<file path="src/rtl/binary_bbox.sv">
// Bounding box of all-zero (foreground) pixels per frame, latched on each vsync
// rising edge, with the previous frame's box drawn back onto the video stream.
module binary_bbox #(
  parameter int              DW        = 24,
  parameter int              XW        = 12,
  parameter int              YW        = 12,
  parameter int              MIN_CNT   = 64,
  parameter logic [DW-1:0]   BOX_COLOR = 24'hFF0000
) (
  input  logic             pixelclk,
  input  logic             reset_n,
  input  logic [DW-1:0]    i_binary,
  input  logic             i_hsync,
  input  logic             i_vsync,
  input  logic             i_de,
  output logic [DW-1:0]    o_data,
  output logic             o_hsync,
  output logic             o_vsync,
  output logic             o_de,
  output logic [XW-1:0]    o_x_min,
  output logic [XW-1:0]    o_x_max,
  output logic [YW-1:0]    o_y_min,
  output logic [YW-1:0]    o_y_max,
  output logic [XW+YW-1:0] o_fg_count,
  output logic             o_box_valid,
  output logic             o_frame_done
);

  // state  | meaning
  // IDLE   | waiting for the first vsync edge after reset; nothing accumulated
  // ACTIVE | accumulating foreground pixels, latching results on every vsync edge

  localparam int CW = XW + YW;

  typedef enum logic {IDLE, ACTIVE} state_t;

  state_t         state, state_next;
  logic           acc_en, latch_en;
  logic [XW-1:0]  x;
  logic [YW-1:0]  y;
  logic [XW-1:0]  acc_x_min, acc_x_max;
  logic [YW-1:0]  acc_y_min, acc_y_max;
  logic [CW-1:0]  acc_cnt;
  logic           vs_rise, de_fall, is_fg, on_col, on_row, overlay;

  // o_vsync / o_de double as the registered copies used for edge detection
  assign vs_rise = i_vsync & ~o_vsync;
  assign de_fall = o_de & ~i_de;
  assign is_fg   = (i_binary == '0);

  assign on_col  = ((x == o_x_min) || (x == o_x_max)) && (y >= o_y_min) && (y <= o_y_max);
  assign on_row  = ((y == o_y_min) || (y == o_y_max)) && (x >= o_x_min) && (x <= o_x_max);
  assign overlay = o_box_valid && i_de && (on_col || on_row);

  always_ff @(posedge pixelclk or negedge reset_n) begin
    if (!reset_n) state <= IDLE;
    else          state <= state_next;
  end

  always_comb begin
    state_next = state;
    acc_en     = 1'b0;
    latch_en   = 1'b0;
    case (state)
      IDLE: begin
        if (vs_rise) state_next = ACTIVE;
      end
      ACTIVE: begin
        if (vs_rise) latch_en = 1'b1;
        else         acc_en   = i_de && is_fg;
      end
      default: state_next = IDLE;
    endcase
  end

  always_ff @(posedge pixelclk or negedge reset_n) begin
    if (!reset_n) begin
      x <= '0;
      y <= '0;
    end else if (vs_rise) begin
      x <= '0;
      y <= '0;
    end else if (de_fall) begin
      x <= '0;
      if (y != '1) y <= y + YW'(1);
    end else if (i_de && (x != '1)) begin
      x <= x + XW'(1);
    end
  end

  // a foreground pixel on the vsync-edge cycle is dropped by the reinit branch
  always_ff @(posedge pixelclk or negedge reset_n) begin
    if (!reset_n) begin
      acc_x_min <= '1;
      acc_x_max <= '0;
      acc_y_min <= '1;
      acc_y_max <= '0;
      acc_cnt   <= '0;
    end else if (vs_rise) begin
      acc_x_min <= '1;
      acc_x_max <= '0;
      acc_y_min <= '1;
      acc_y_max <= '0;
      acc_cnt   <= '0;
    end else if (acc_en) begin
      if (x < acc_x_min) acc_x_min <= x;
      if (x > acc_x_max) acc_x_max <= x;
      if (y < acc_y_min) acc_y_min <= y;
      if (y > acc_y_max) acc_y_max <= y;
      if (acc_cnt != '1) acc_cnt <= acc_cnt + CW'(1);
    end
  end

  always_ff @(posedge pixelclk or negedge reset_n) begin
    if (!reset_n) begin
      o_x_min      <= '0;
      o_x_max      <= '0;
      o_y_min      <= '0;
      o_y_max      <= '0;
      o_fg_count   <= '0;
      o_box_valid  <= 1'b0;
      o_frame_done <= 1'b0;
    end else begin
      o_frame_done <= latch_en;
      if (latch_en) begin
        o_fg_count <= acc_cnt;
        if (acc_cnt >= CW'(MIN_CNT)) begin
          o_x_min     <= acc_x_min;
          o_x_max     <= acc_x_max;
          o_y_min     <= acc_y_min;
          o_y_max     <= acc_y_max;
          o_box_valid <= 1'b1;
        end else begin
          o_x_min     <= '0;
          o_x_max     <= '0;
          o_y_min     <= '0;
          o_y_max     <= '0;
          o_box_valid <= 1'b0;
        end
      end
    end
  end

  always_ff @(posedge pixelclk or negedge reset_n) begin
    if (!reset_n) begin
      o_data  <= '0;
      o_hsync <= 1'b0;
      o_vsync <= 1'b0;
      o_de    <= 1'b0;
    end else begin
      o_data  <= overlay ? BOX_COLOR : i_binary;
      o_hsync <= i_hsync;
      o_vsync <= i_vsync;
      o_de    <= i_de;
    end
  end

endmodule

</file>
<file path="config.mk">
export PLATFORM = sky130hd
export DESIGN_NAME = binary_bbox
export DESIGN_NICKNAME = d
export VERILOG_FILES = /design/src/rtl/binary_bbox.sv
export SDC_FILE = /design/constraint.sdc
export NUM_CORES = 1
export LEC_CHECK = 0
export ABC_AREA = 1
export BUFFER_PORTS_ARGS = -buffer_cell sky130_fd_sc_hd__buf_2
export CAP_MARGIN = 30
export CORE_AREA = 2 2 161 163
export DETAILED_ROUTE_END_ITERATION = 10
export DIE_AREA = 0 0 163 165
export PLACE_DENSITY_LB_ADDON = 0.25
export SYNTH_ARGS = -nofsm -noshare
export SYNTH_HDL_FRONTEND = slang
export SYNTH_SLANG_ARGS = --single-unit
</file>
<file path="constraint.sdc">
create_clock -name pixelclk -period 2.14 [get_ports pixelclk]
set_clock_uncertainty 0.2 [all_clocks]
set_input_delay 0 -clock pixelclk [delete_from_list [all_inputs] [get_ports pixelclk]]
set_output_delay 0 -clock pixelclk [all_outputs]
set_load 0.03 [all_outputs]
</file>
-- Word level (Yosys, flattened, before mapping)
Cells that the tools add are included.
- logic and storage cells: 101
- input bits: 29
- flip-flop bits (word level): 198
- bitwise gates (word level): 4
- reduce and logical (&&, ||, !) cells: 27
- equal/unequal tests: 7
- muxes and demuxes: 32
- order comparisons: 9
- $add $sub $neg: 3
- operators with widths (cell ; number):
    $mux 12 ; 22
    $mux 24 ; 4
    $eq 12x12->1 ; 4
    $add 12x1->12 const B ; 2
    $add 24x1->24 const B ; 1
    $ge 12x12->1 ; 2
    $ge 24x7->1 const B ; 1
    $gt 12x12->1 ; 2
    $le 12x12->1 ; 2
    $logic_not 24->1 ; 1
    $lt 12x12->1 ; 2
    $ne 12x12->1 const B ; 2
    $ne 24x24->1 const B ; 1
    $reduce_bool 2->1 ; 8
    $reduce_and 2->1 ; 6
    $logic_and 1x1->1 ; 8
    $mux 1 ; 6
    $logic_or 1x1->1 ; 3
    $reduce_bool 3->1 ; 1
    $and 1x1->1 ; 2
    $not 1->1 ; 2

-- Logic depth before layout (Yosys ltp)
Gate-level depths: netlist of run 1.
- word-level depth: 7
- mapped depth: 14
- depth with buffers taken out: 14

-- Worst setup path before layout of run 1
No wires, ideal clock.
- path kind: flip-flop to flip-flop
- start point: reg o_x_min[11]
- end point: reg o_data[10]
- setup slack: -33 ps
- buffers on the path: 1
- arrival time: 1840 ps
- stages on the path, launching flop included: 13
- required time: 1807 ps
- clock period less this slack: 2173 ps
- path through: dfrtp_1 > inv_1 > ha_1 > nand2_1 > nor2_1 > nand2_1 > nor2_1 > nor2_1 > nand3_1 > nand3_1 > nand2_1 > buf_2 > a21oi_1
- cells in the longest elaborated chain, start to end: 7
- elaborated cells between the ends (all ways): 10
- RTL lines (item ; RTL line ; source):
    start: declaration ; 20 ; output logic [XW-1:0] o_x_min,
    start signal: assignment ; 128 ; o_x_min <= acc_x_min;
    branches (longest 4 deep; another with $ge 12x12->1) ; n/a ;
    $logic_or 1x1->1 (*) ; 53 ; assign overlay = o_box_valid && i_de && (on_col || on_row);
    $logic_and 1x1->1 (*) ; 53 ;
    $mux 24 (*) ; 151 ; o_data <= overlay ? BOX_COLOR : i_binary;
    end signal: assignment ; 151 ;
    end: declaration ; 16 ; output logic [DW-1:0] o_data,
Every way passes the cells marked *.
A chain may end at the register's enable or synchronous reset.

-- Worst setup path in the final report of run 1
- start point: reg y[7]
- end point: reg o_data[8]
- cells in the longest elaborated chain, start to end: 7
- elaborated cells between the ends (all ways): 12
- RTL lines (item ; RTL line ; source):
    start: declaration ; 40 ; logic [YW-1:0] y;
    start signal: assignment ; 85 ; if (y != '1) y <= y + YW'(1);
    branches (longest 4 deep; another with $ge 12x12->1) ; n/a ;
    $logic_or 1x1->1 (*) ; 53 ;
    $logic_and 1x1->1 (*) ; 53 ;
    $mux 24 (*) ; 151 ;
Marks and branches as above.

==> results.yml, run 1 <==
detailed_routing:
  dr.pass1.iters: 8
  routedWlPerCell_um: 16.16
  vias_per_cell: 5.248
  wirelength_um: 31430
  drc: 0
  ant_nets: 0
  first_iter_violations: 663
  vias: 10210
cells_and_area:
  multi_input_area_mm2: 0.005882
  nets: 1729
  seq_area_mm2: 0.005022
  mostFrequentLayoutCell: "nand2_1"
  drive_gt1_share_pct: 31.76
  reg_top3: "acc_cnt: 24 flops, o_data: 24 flops, o_fg_count: 24 flops"
  layoutNonFillerInstCount: 1945
  final_util_pct: 59.11
  nFillCells: 2169
  most-common-layout-cells: "nand2_1 (258), inv_1 (183), dfrtp_1 (144)"
  syn2layout_area_growth_pct: 32.76
  num_antenna_cells: 0
synthesis:
  async_flop_share_pct: 100.0
  synth-seq-cells: 198
  ys.flop_type: "dfrtp_1"
  yosys.cell_types.count: 40
  syn_area_mm2: 0.01115
  ys_seq_area_share_pct: 44.72
  synth_edf_count: 0
  syn_avg_cell_area_um2: 8.251
  synthCells: 1351
  syn_nets: 1478
  ys.warnings.count: 0
timing:
  fin_crit_sh_pct: 101.4
  maxSlewViolCount: 0
  hold_violations: 0
  worst_slack_ns: -0.03005
  rsz0062_at_grt: "true"
  tns_ns: -0.07296
  worstMarginPinSlew_ns: 0.7912
  finalSetupViolations: 5
  max_slew_margin_pct: 47.18
  max_freq_mhz: 460.8
  fin_crit_ns: 2.170
min_path:
  holdPathStages: 4
  worstHoldPathType: "in2reg"
clock_network:
  htreeDepth: 4
  cts_buffers: 17
  cts_buffer_depth: 2
  clk-insertion-delay-late_ns: 0.44
  cts_tree: "yes"
  cts-root-buf: "clkbuf_16"
  clock_sink_count: 198
  clk_pin_slew_ns: 0.07
placed_design:
  pre_cts_ws_ns: -0.1134
  place_congestion: 0.9525
  hpwlAfterDp_um: 21390
  io_buffers: 129
  placedCellCount: 1849
floorplanning:
  die_area_mm2: 0.02690
  num_rows: 58
  num_io_pins: 130
  die_w_um: 163
  chipHeight_um: 165
  start_util_pct: 44.52
  core_area_mm2: 0.02504
grt:
  grt_remaining_overflow: 0
  grt_max_degree: 60
  grt_first_pass_wirelength_um: 47890
  grt_use_total_pct: 22.45
  grt_pass1_vias: 9632
  antenna_found_initial: 0
outcome:
  violations: "setup timing"
  outcome: "complete, but fails checks"
setup_path:
  rr_worst_depth: 11
  cp-start-kind: "register"
  cp_slowest_stage_delay_ns: 0.50
  crit_path_cell_trace: "ha_4 -> nand2_1 -> nor2_2 -> and2_4 -> nand2_1 -> nand3_1 -> nand2_1 -> nand3_2 -> nand2_4 -> buf_12 -> a21oi_1"
  crit_path_max_fanout: 8
  end_kind: "register"
  critPathRequiredTime_ns: 2.28
  cp.depth: 11
  arrival_ns: 2.31
  slowest_stage: "dfrtp_2"
  path_class: "reg2reg"
  critical_path.top_delay_family: "simple AND/OR/NAND/NOR gates"
  critPathMostFrequentCell: "nand2_1"
  path_buf_inv: 1
run:
  max_cap_viol_count: 0
power:
  power_per_cell_area_mw_per_mm2: 691.2
  p_leak_nw: 7.187
  p_total_mw: 10.23
  ir_drop_uv: 608.8
metrics by stage:
stage               cell area [um2]  hold WS, ns
floorplan                     11160      -0.4956
global placement              12750      -0.2295
detailed placement            12750      -0.2356
CTS                           13680      0.09126
global route                  14800       0.1059
finish                        14800       0.1061
final timing paths:
kind,from,endpoint,slack [ns]
max,y[7],o_data[8],-0.03
min,i_binary[21],o_data[21],0.11
min in group asynchronous,reset_n,acc_x_min[0],0.51
min reg2reg,acc_y_min[0],acc_y_min[0],0.26
max reg2reg,y[7],o_data[8],-0.03
max in group asynchronous,reset_n,acc_y_min[2],0.84
worst register-to-register path: stages, from the launching register on:
cell     delay, ns
dfrtp_2       0.50
ha_4          0.30
nand2_1       0.09
nor2_2        0.14
and2_4        0.17
nand2_1       0.05
nand3_1       0.06
nand2_1       0.06
nand3_2       0.09
nand2_4       0.09
buf_12        0.15
a21oi_1       0.18
layout make-up:
type                       count  area share [%]
multi-input combinational    904           39.74
sequential                   198           33.94
timing repair buffer         276           14.51
inverter                     205           5.200
clock buffer                  20           3.018
tap                          330           2.790
clock inverter                12          0.8032
logic make-up (layout without fill, tap and decap cells):
kind of cell	Yosys count	after routing	share of synthesized area, %
simple gates	571	572	22.95
flops	198	198	44.72
fa+ha+maj	98	98	11.00
xor+xnor	9	9	0.7072
compound gates	225	225	11.57
buf+inv	250	513	9.047
routing by layer:
metal  global-route usage [%]  share of wire, %  vias up
li1                         -                 -     4965
met1                    29.41                44     4904
met2                    38.08                48      288
met3                    3.415               5.0       50
met4                    7.643               2.3        0
met5                        0                 0        -
where the power goes:
| part | switching (mW) | leakage [nW] | internal (mW) |
|---|---|---|---|
| Combinational | 1.65 | 4.37 | 1.13 |
| Sequential | 0.185 | 2.55 | 4.06 |
| Clock | 1.54 | 0.269 | 1.66 |
cell usage after synthesis (2+ instances only):
library cell	n	share of area, %
nand3b_1	2	0.13
nand3_1	87	3.9
o21ai_2	21	1.7
clkbuf_1	29	0.98
ha_1	98	11
o21ai_0	79	3.5
nor2_1	93	3.1
and2_1	3	0.17
inv_2	8	0.27
o21a_1	5	0.34
a21oi_1	62	2.8
buf_1	4	0.13
buf_2	8	0.36
o22ai_1	44	2.5
a21o_1	3	0.20
buf_12	3	0.54
dfstp_2	24	5.7
or2_2	2	0.11
nor4_1	3	0.17
inv_1	196	6.6
o21bai_1	2	0.13
dfrtp_1	174	39
nor3_1	20	0.90
xor2_1	8	0.63
nand2_1	286	9.6
nor2_4	2	0.20
o21ai_1	6	0.27
nand4_1	49	2.7
a31oi_1	2	0.11
nand2_2	18	1.0
what timing repair did:
action | 4_1_cts | 5_1_grt
pin swaps | 0 | 47
endpoints found under the hold margin | 235 | 0
setup buffers | 2 | 20
hold buffers | 32 | 0
gates resized for setup | 12 | 196
setup endpoints to repair | 61 | 108
cloned | 0 | 10
No activity file was read; power rests on OpenSTA's default activity.
==> inputs of run 2 (changes only) <==
--- a/config.mk
+++ b/config.mk
@@ -8,9 +8,9 @@
 export ABC_AREA = 1
 export BUFFER_PORTS_ARGS = -buffer_cell sky130_fd_sc_hd__buf_2
 export CAP_MARGIN = 30
-export CORE_AREA = 2 2 161 163
+export CORE_AREA = 3 3 162 164
 export DETAILED_ROUTE_END_ITERATION = 10
-export DIE_AREA = 0 0 163 165
+export DIE_AREA = 0 0 165 167
 export PLACE_DENSITY_LB_ADDON = 0.25
 export SYNTH_ARGS = -nofsm -noshare
 export SYNTH_HDL_FRONTEND = slang
==> run 2 against run 1 <==
  * The flow still finishes with violations (setup timing)
  * Non-clock buffer count rose by 3
  * First-iteration DRC count fell by 9.5%
  * Worst setup slack better by 0.0095 ns
  * Critical endpoint is now acc_x_min[2]
  * Sequential power barely moved
  * Combinational power is 5% lower
  * Clock power increased by 6%
  * Core utilization barely moved
==> results.yml, run 2 (same netlist as run 1, synthesis figures left out) <==
setup_path:
  reg2reg_from: "acc_x_min[11]"
  r2r-end: "acc_x_min[2]"
  rr_worst_depth: 11
  critPathRequiredTime_ns: 2.30
  crit_path_max_fanout: 6
  arrival_ns: 2.32
  path_class: "reg2reg"
  cp-start-kind: "register"
  ff2ff_setup_slack_ns: -0.02
  end_kind: "register"
timing:
  max_slew_margin_pct: 64.93
  fin_crit_ns: 2.161
  fin_crit_sh_pct: 101.0
  max_freq_mhz: 462.8
  worstMarginPinSlew_ns: 0.5261
  hold_violations: 0
  tns_ns: -0.1439
  fin_hold_ws_ns: 0.02721
  finalSetupViolations: 15
  worst_slack_ns: -0.02056
  maxSlewViolCount: 0
  rsz0062_at_grt: "true"
detailed_routing:
  ant_nets: 0
  vias: 10040
  first_iter_violations: 600
  drc: 0
  wirelength_um: 31310
  dr.pass1.iters: 5
  vias_per_cell: 5.157
  routedWlPerCell_um: 16.08
grt:
  grt_remaining_overflow: 0
  grt_first_pass_wirelength_um: 47390
  antenna_found_initial: 0
  grt_use_total_pct: 21.33
  grt_max_degree: 56
  grt_pass1_vias: 9442
cells_and_area:
  mostFrequentLayoutCell: "nand2_1"
  nets: 1731
  drive_gt1_share_pct: 31.79
  most-common-layout-cells: "nand2_1 (261), inv_1 (186), dfrtp_1 (146)"
  reg_top3: "acc_cnt: 24 flops, o_data: 24 flops, o_fg_count: 24 flops"
  num_antenna_cells: 0
  syn2layout_area_growth_pct: 32.81
  multi_input_area_mm2: 0.005857
  nFillCells: 2166
  seq_area_mm2: 0.005020
outcome:
  violations: "setup timing"
  outcome: "complete, but fails checks"
clock_network:
  cts_buffers: 17
  cts-root-buf: "clkbuf_16"
  cts_tree: "yes"
  clk-insertion-delay-late_ns: 0.43
  htreeDepth: 4
  clock_sink_count: 198
  cts_buffer_depth: 2
  clk_pin_slew_ns: 0.07
power:
  p_leak_nw: 7.236
  ir_drop_uv: 461.1
  power_per_cell_area_mw_per_mm2: 695.1
placed_design:
  place_congestion: 0.8825
  hpwlAfterDp_um: 21340
  io_buffers: 129
floorplanning:
  core_area_mm2: 0.02504
  die_area_mm2: 0.02756
  chipHeight_um: 167
  start_util_pct: 44.52
  num_io_pins: 130
  num_rows: 58
  die_w_um: 165
run:
  max_cap_viol_count: 0
min_path:
  holdPathStages: 2
  hp-start: "i_vsync"
  worstHoldPathType: "in2reg"
  min_delay_worst_endpoint: "o_vsync"
## run 2: final cells by class
cell class | instances | area share [%]
clock inverter | 10 | 0.9973
multi-input combinational | 903 | 39.56
inverter | 205 | 5.215
clock buffer | 22 | 3.136
sequential | 198 | 33.91
tap | 330 | 2.789
timing repair buffer | 279 | 14.39
## run 2: worst max-delay path, stage by stage (launching register included)
cell and delay, ns:
dfstp_2 0.59, inv_2 0.08, ha_4 0.28, nand4_1 0.16, a21oi_2 0.14, nor2_1 0.07
nand2_1 0.09, nand2_2 0.07, nand2_4 0.12, clkbuf_16 0.19, nand2_2 0.04, o21ai_1 0.06
## run 2: per-layer routing
layer  vias to the layer above  part of all wire (%)  GRT usage, %  wire (um)
met5                         -                     0             0          0
met4                         0                   1.2         4.340        383
met3                        30                   4.0         3.333       1267
met2                       250                    49         36.33      15460
met1                      4805                    45         28.75      14200
li1                       4955                     -             -          -
## run 2: how the worst max path moves through the flow
stage	slack, ns	cells past startpoint	end	start
after detailed placement	-0.11	8	o_data[16]	x[7]
after floorplan	0.001	11	o_data[10]	o_y_max[10]
after global routing	-0.11	13	acc_y_min[10]	acc_y_min[6]
after global placement	-0.08	8	o_data[16]	x[7]
final	-0.02	11	acc_x_min[2]	acc_x_min[11]
after CTS	-0.007	12	acc_y_min[7]	acc_y_min[5]
## run 2: per-stage QoR
step	setup WS [ns]	cell area, um2	util (%)	cells	power (mW)
2_1_floorplan	0.001361	11160	-	1351	5.620
6_report	-0.02056	14800	59.13	1947	10.29
3_3_place_gp	-0.08324	12770	51.01	1852	6.347
4_1_cts	-0.007319	13740	54.88	1917	9.902
3_5_place_dp	-0.1067	12770	51.01	1852	6.394
5_1_grt	-0.1132	14800	59.13	1947	10.81
## run 2: timing repair
item,4_1_cts,5_1_grt
hold buffers,30,0
gates cloned,0,8
pin swaps,1,47
endpoints found under the hold margin,224,0
setup buffers,3,22
endpoints found under the setup margin,55,131
resized for setup,39,173
## run 2: report_power, final
part,total (mW),leakage (nW),switching [mW],internal [mW]
Combinational,2.66,4.38,1.64,1.03
Clock,3.39,0.299,1.47,1.92
Sequential,4.23,2.55,0.178,4.06
Total,10.3,7.24,3.29,7.00
